### src/rtl/bin_divider.sv
// Sequential unsigned restoring divider: one quotient bit per clock.
// Divide-by-zero skips the iteration loop and reports all-ones / dividend.
module bin_divider #(
   parameter int unsigned D = 16
) (
   input  logic         i_clk,
   input  logic         i_rst,
   input  logic         i_enable,
   input  logic [D-1:0] i_dba,
   input  logic [D-1:0] i_dbb,
   output logic         o_busy,
   output logic         o_done,
   output logic         o_div_by_zero,
   output logic [D-1:0] o_quotient,
   output logic [D-1:0] o_remainder
);

   localparam int unsigned CW = $clog2(D);
   localparam logic [CW-1:0] LastCnt = CW'(D - 1);

   typedef enum logic [1:0] {StIdle, StRun, StDone} state_t;

   state_t        r_state;
   state_t        w_state_next;

   logic [D-1:0]  r_rem;
   logic [D-1:0]  r_quo;
   logic [D-1:0]  r_div;
   logic [CW-1:0] r_cnt;
   logic [D-1:0]  r_quotient;
   logic [D-1:0]  r_remainder;
   logic          r_dbz;

   logic [D:0]    w_shift;
   logic          w_fits;
   logic [D-1:0]  w_diff;
   logic [D-1:0]  w_rem_next;
   logic [D-1:0]  w_quo_next;
   logic          w_start;
   logic          w_last;

   // Shifted partial remainder is D+1 bits; it is always < 2*divisor.
   assign w_shift    = {r_rem, r_quo[D-1]};
   assign w_fits     = (w_shift >= {1'b0, r_div});
   // When the trial fits the true difference is < divisor, so D bits suffice.
   assign w_diff     = w_shift[D-1:0] - r_div;
   assign w_rem_next = w_fits ? w_diff : w_shift[D-1:0];
   assign w_quo_next = {r_quo[D-2:0], w_fits};

   assign w_start = (r_state == StIdle) && i_enable;
   assign w_last  = (r_state == StRun) && (r_cnt == LastCnt);

   assign o_quotient    = r_quotient;
   assign o_remainder   = r_remainder;
   assign o_div_by_zero = r_dbz;

   // State register.
   always_ff @(posedge i_clk or posedge i_rst) begin
      if (i_rst) begin
         r_state <= StIdle;
      end else begin
         r_state <= w_state_next;
      end
   end

   // Next-state decode and status outputs.
   always_comb begin
      w_state_next = r_state;
      o_busy       = 1'b0;
      o_done       = 1'b0;
      case (r_state)
         StIdle: begin
            if (i_enable) begin
               w_state_next = (i_dbb == '0) ? StDone : StRun;
            end
         end
         StRun: begin
            o_busy = 1'b1;
            if (r_cnt == LastCnt) begin
               w_state_next = StDone;
            end
         end
         StDone: begin
            o_done       = 1'b1;
            w_state_next = StIdle;
         end
         default: w_state_next = StIdle;
      endcase
   end

   // Working registers: capture operands at start, iterate while running.
   always_ff @(posedge i_clk or posedge i_rst) begin
      if (i_rst) begin
         r_rem <= '0;
         r_quo <= '0;
         r_div <= '0;
         r_cnt <= '0;
      end else if (w_start) begin
         r_rem <= '0;
         r_quo <= i_dba;
         r_div <= i_dbb;
         r_cnt <= '0;
      end else if (r_state == StRun) begin
         r_rem <= w_rem_next;
         r_quo <= w_quo_next;
         r_cnt <= r_cnt + CW'(1);
      end
   end

   // Result registers: written only on the edge that enters DONE.
   always_ff @(posedge i_clk or posedge i_rst) begin
      if (i_rst) begin
         r_quotient  <= '0;
         r_remainder <= '0;
         r_dbz       <= 1'b0;
      end else if (w_start && (i_dbb == '0)) begin
         r_quotient  <= '1;
         r_remainder <= i_dba;
         r_dbz       <= 1'b1;
      end else if (w_last) begin
         r_quotient  <= w_quo_next;
         r_remainder <= w_rem_next;
         r_dbz       <= 1'b0;
      end
   end

endmodule

### config.mk
export PLATFORM = sky130hd
export DESIGN_NAME = bin_divider
export DESIGN_NICKNAME = d
export VERILOG_FILES = /design/src/rtl/bin_divider.sv
export SDC_FILE = /design/constraint.sdc
export NUM_CORES = 1
export LEC_CHECK = 0
export CAP_MARGIN = 20
export CORE_MARGIN = 1.5
export CORE_UTILIZATION = 59
export CTS_CLUSTER_DIAMETER = 200
export CTS_CLUSTER_SIZE = 14
export DETAILED_ROUTE_END_ITERATION = 7
export PLACE_DENSITY = 0.94
export SKIP_CTS_REPAIR_TIMING = 1
export SLEW_MARGIN = 20
export SYNTH_ARGS = -nofsm -noshare
export SYNTH_HDL_FRONTEND = slang
export SYNTH_SLANG_ARGS = --single-unit
### constraint.sdc
create_clock -name i_clk -period 5.1 [get_ports i_clk]
set_input_delay 0.51 -clock i_clk [delete_from_list [all_inputs] [get_ports i_clk]]
set_output_delay 0.51 -clock i_clk [all_outputs]
set_load 0.05 [all_outputs]
==> results.py <==
metrics = {
    "run_status": {
        "status": "finished clean",
    },
    "worst_setup_path": {
        "regToRegStartpoint": "r_rem[0]",
        "reg2reg_depth": 8,
        "worstReg2RegEnd": "o_remainder[0]",
        "worstPathArrival_ns": 3.07,
        "endpoint_kind": "output port",
        "rrSetupSlack_ns": 2.09,
        "worst-path-max-fanout": 22,
        "crit_path_start_kind": "flip-flop",
        "cp_data_required_time_ns": 4.59,
        "worstSetupPathType": "flip-flop to output port",
    },
    "floorplan": {
        "top_level_ports": 70,
        "core_area_sq_mm": 0.00765,
        "dieArea_sq_mm": 0.00837,
        "rows": 32,
        "initial_core_util_pct": 60.4,
        "chipWidth_microns": 91.5,
        "fp.dieH_microns": 91.5,
    },
    "yosys": {
        "synth.area.mux_share_pct": 3.49,
        "syn-num-nets": 569,
        "synth_warnings": 0,
        "yosys.area_share.simple_pct": 16.1,
        "synth_top_family_by_area": "compound AO/OA/AOI/OAI gates",
        "synth_fa_ha_area_share_pct": 5.04,
        "synthCells": 516,
        "yosysTopAreaCell": "dfrtp_1",
        "synth_cell_types": 48,
        "synth-xor-area-share_pct": 2.28,
        "synth_compound_area_share_pct": 20.8,
        "ys_seq_area_share_pct": 47.1,
        "synthTopCellsByArea": "dfrtp_1 47%, nand2_1 8.9%, o21ai_0 6.9%, ha_1 4.6%, mux2i_1 3.3%",
        "synthArstFlopShare_pct": 100,
        "synth_edf_count": 0,
        "synth_area_sq_mm": 0.00462,
        "ys_ff_latch": 87,
        "ys.flop_type": "dfrtp_1",
        "synth_top_cell_area_share_pct": 47.1,
        "syn_avg_cell_area_sq_um": 8.95,
    },
    "cells_and_area": {
        "n_antenna_cell": 0,
        "fillers": 550,
        "syn2layout_area_growth_pct": 20.3,
        "utilization_pct": 72.6,
        "drive_gt1_share_pct": 5.43,
        "nets": 619,
    },
    "clock_tree": {
        "htreeDepth": 3,
        "insertion_delay_ns": 0.35,
        "tritoncts": "done",
        "cts_num_sinks": 87,
        "cts-root-buf": "clkbuf_8",
        "cts.clk_slew.worst_paths_ns": 0.09,
        "cts_buffer_depth": 2,
        "cts_buffers": 9,
    },
    "grt": {
        "overflow": 0,
        "grt_pass1_vias": 3995,
        "grt_max_degree": 52,
        "grt_pass1_wl_mm": 19.2,
        "track_usage_pct": 29.4,
        "antenna_found_initial": 0,
    },
    "route": {
        "wl_mm": 11.7,
        "wire_per_inst_microns": 17.4,
        "detail_route.first_pass.iterations": 5,
        "drtIter0Drc": 327,
        "route.detailed.drc": 0,
        "vias": 4037,
        "antenna_left": 0,
        "vias_per_cell": 6.00,
    },
    "placement": {
        "dp.final_hpwl_mm": 8.40,
        "gp_congestion": 0.884,
        "port_buffers": 69,
    },
    "timing": {
        "finalMaxSlewViolations": 0,
        "fmax_mhz": 279,
        "fin_setup_tns_ns": 0,
        "hold_viol": 0,
        "fin_crit_sh_pct": 70.3,
        "slew_headroom_pct": 45.8,
        "period_minus_slack_ns": 3.58,
        "rsz0062_at_grt": "no",
        "timing.clock.skew_ns": 0.0106,
        "setup_viol_count_final": 0,
        "worst_slew_pin_slew_ns": 0.812,
    },
    "min_path": {
        "min_from": "o_div_by_zero",
        "min_path_cells": 1,
        "hold-path-endpoint": "o_div_by_zero",
        "hold_class": "flip-flop to flip-flop",
    },
    "flow_run": {
        "max_cap_violations": 0,
    },
}
cells by family after synthesis:
group / count (synthesis)
and+or+nand+nor: 171
AOI/OAI and AO/OA: 157
DFF: 87
buffers and inverters: 55
adders and majority gates: 18
muxes: 16
xor gates and xnor gates: 12
sequential cells by signal, indices dropped and copies added, names as in the netlist:
| name | count |
|---|---|
| o_remainder | 16 |
| o_quotient | 16 |
| r_rem | 16 |
| r_quo | 16 |
| r_state | 2 |
| r_cnt | 4 |
| r_div | 16 |
| o_div_by_zero | 1 |
critical path, stage by stage, from the launching register on:
cell and delay [ns]:
dfrtp_1 0.85, nand2b_1 0.50, inv_1 0.48, clkdlybuf4s50_1 0.88
worst max-delay path by stage:
stage / endpoint / slack, ns / start
CTS: o_busy / 1.57 / r_state[0]
detailed placement: o_busy / 1.99 / r_state[0]
finish: o_busy / 1.52 / r_state[0]
floorplan: o_div_by_zero / 2.34 / i_rst
global route: o_busy / 1.33 / r_state[0]
global placement: o_busy / 2.11 / r_state[0]
final cells by class:
cell class | instances | area [sq um] | share of cell area (%)
timing repair buffer | 72 | 713 | 12.8
multi-input combinational | 374 | 2220 | 40.0
tap | 102 | 128 | 2.30
sequential | 87 | 2180 | 39.2
clock inverter | 6 | 92.6 | 1.67
clock buffer | 10 | 138 | 2.48
inverter | 22 | 83.8 | 1.51
cell usage after synthesis, types with 2 or more instances:
cell type    n
nand2_1    110
dfrtp_1     87
o21ai_0     64
a21oi_1     26
inv_1       22
nor2_1      22
clkbuf_1    21
ha_1        17
a22oi_1     15
mux2i_1     15
o21ai_1     11
buf_2       10
nand3_1      9
nor2b_1      9
o211ai_1     8
o221ai_1     8
nand4_1      7
xnor2_1      7
xor2_1       5
nor4_1       4
a211oi_1     3
o21a_1       3
a21o_1       2
a22o_1       2
and2_1       2
and3_1       2
nand2b_1     2
o21bai_1     2
o22ai_1      2
cell usage in the layout (no fill, tap or decap), drive strengths merged, types with 2 or more instances in the layout:
master / instances
mux2i: 15
nor4: 4
nand2b: 2
xor2: 5
o22ai: 2
a211oi: 3
ha: 17
and3: 2
a22o: 2
o211ai: 8
a22oi: 16
bufinv: 2
nand4: 8
o21a: 3
dfrtp: 87
o21bai: 2
nand2: 110
clkinv: 2
o21ai: 75
a21o: 2
clkinvlp: 2
a21oi: 26
inv: 22
buf: 3
clkdlybuf4s50: 69
clkbuf: 10
nor2b: 10
nor2: 22
and2: 2
xnor2: 7
o221ai: 8
nand3: 9
metal layers:
layer / wire length, microns / vias up / track usage, % / part of all wire, %
met4: 339 / 0 / 13.7 / 2.9
met5: 0 / - / 0 / 0
met2: 5550 / 192 / 47.0 / 47
met3: 816 / 38 / 4.52 / 7.0
li1: - / 1901 / - / -
met1: 4980 / 1906 / 39.3 / 43
stage by stage:
step | worst slack (ns) | std cells | cell area [sq um] | hold slack (ns)
after CTS | 1.57 | 673 | 5550 | 0.496
final | 1.52 | 673 | 5560 | 0.490
after global placement | 2.11 | 657 | 5320 | 0.462
after global routing | 1.33 | 673 | 5560 | 0.512
after floorplan | 2.34 | 516 | 4620 | 0.450
after detailed placement | 1.99 | 657 | 5320 | 0.474
Power is not shown: default switching activity piles up to over one toggle a cycle in this logic, so the estimate is an artifact.
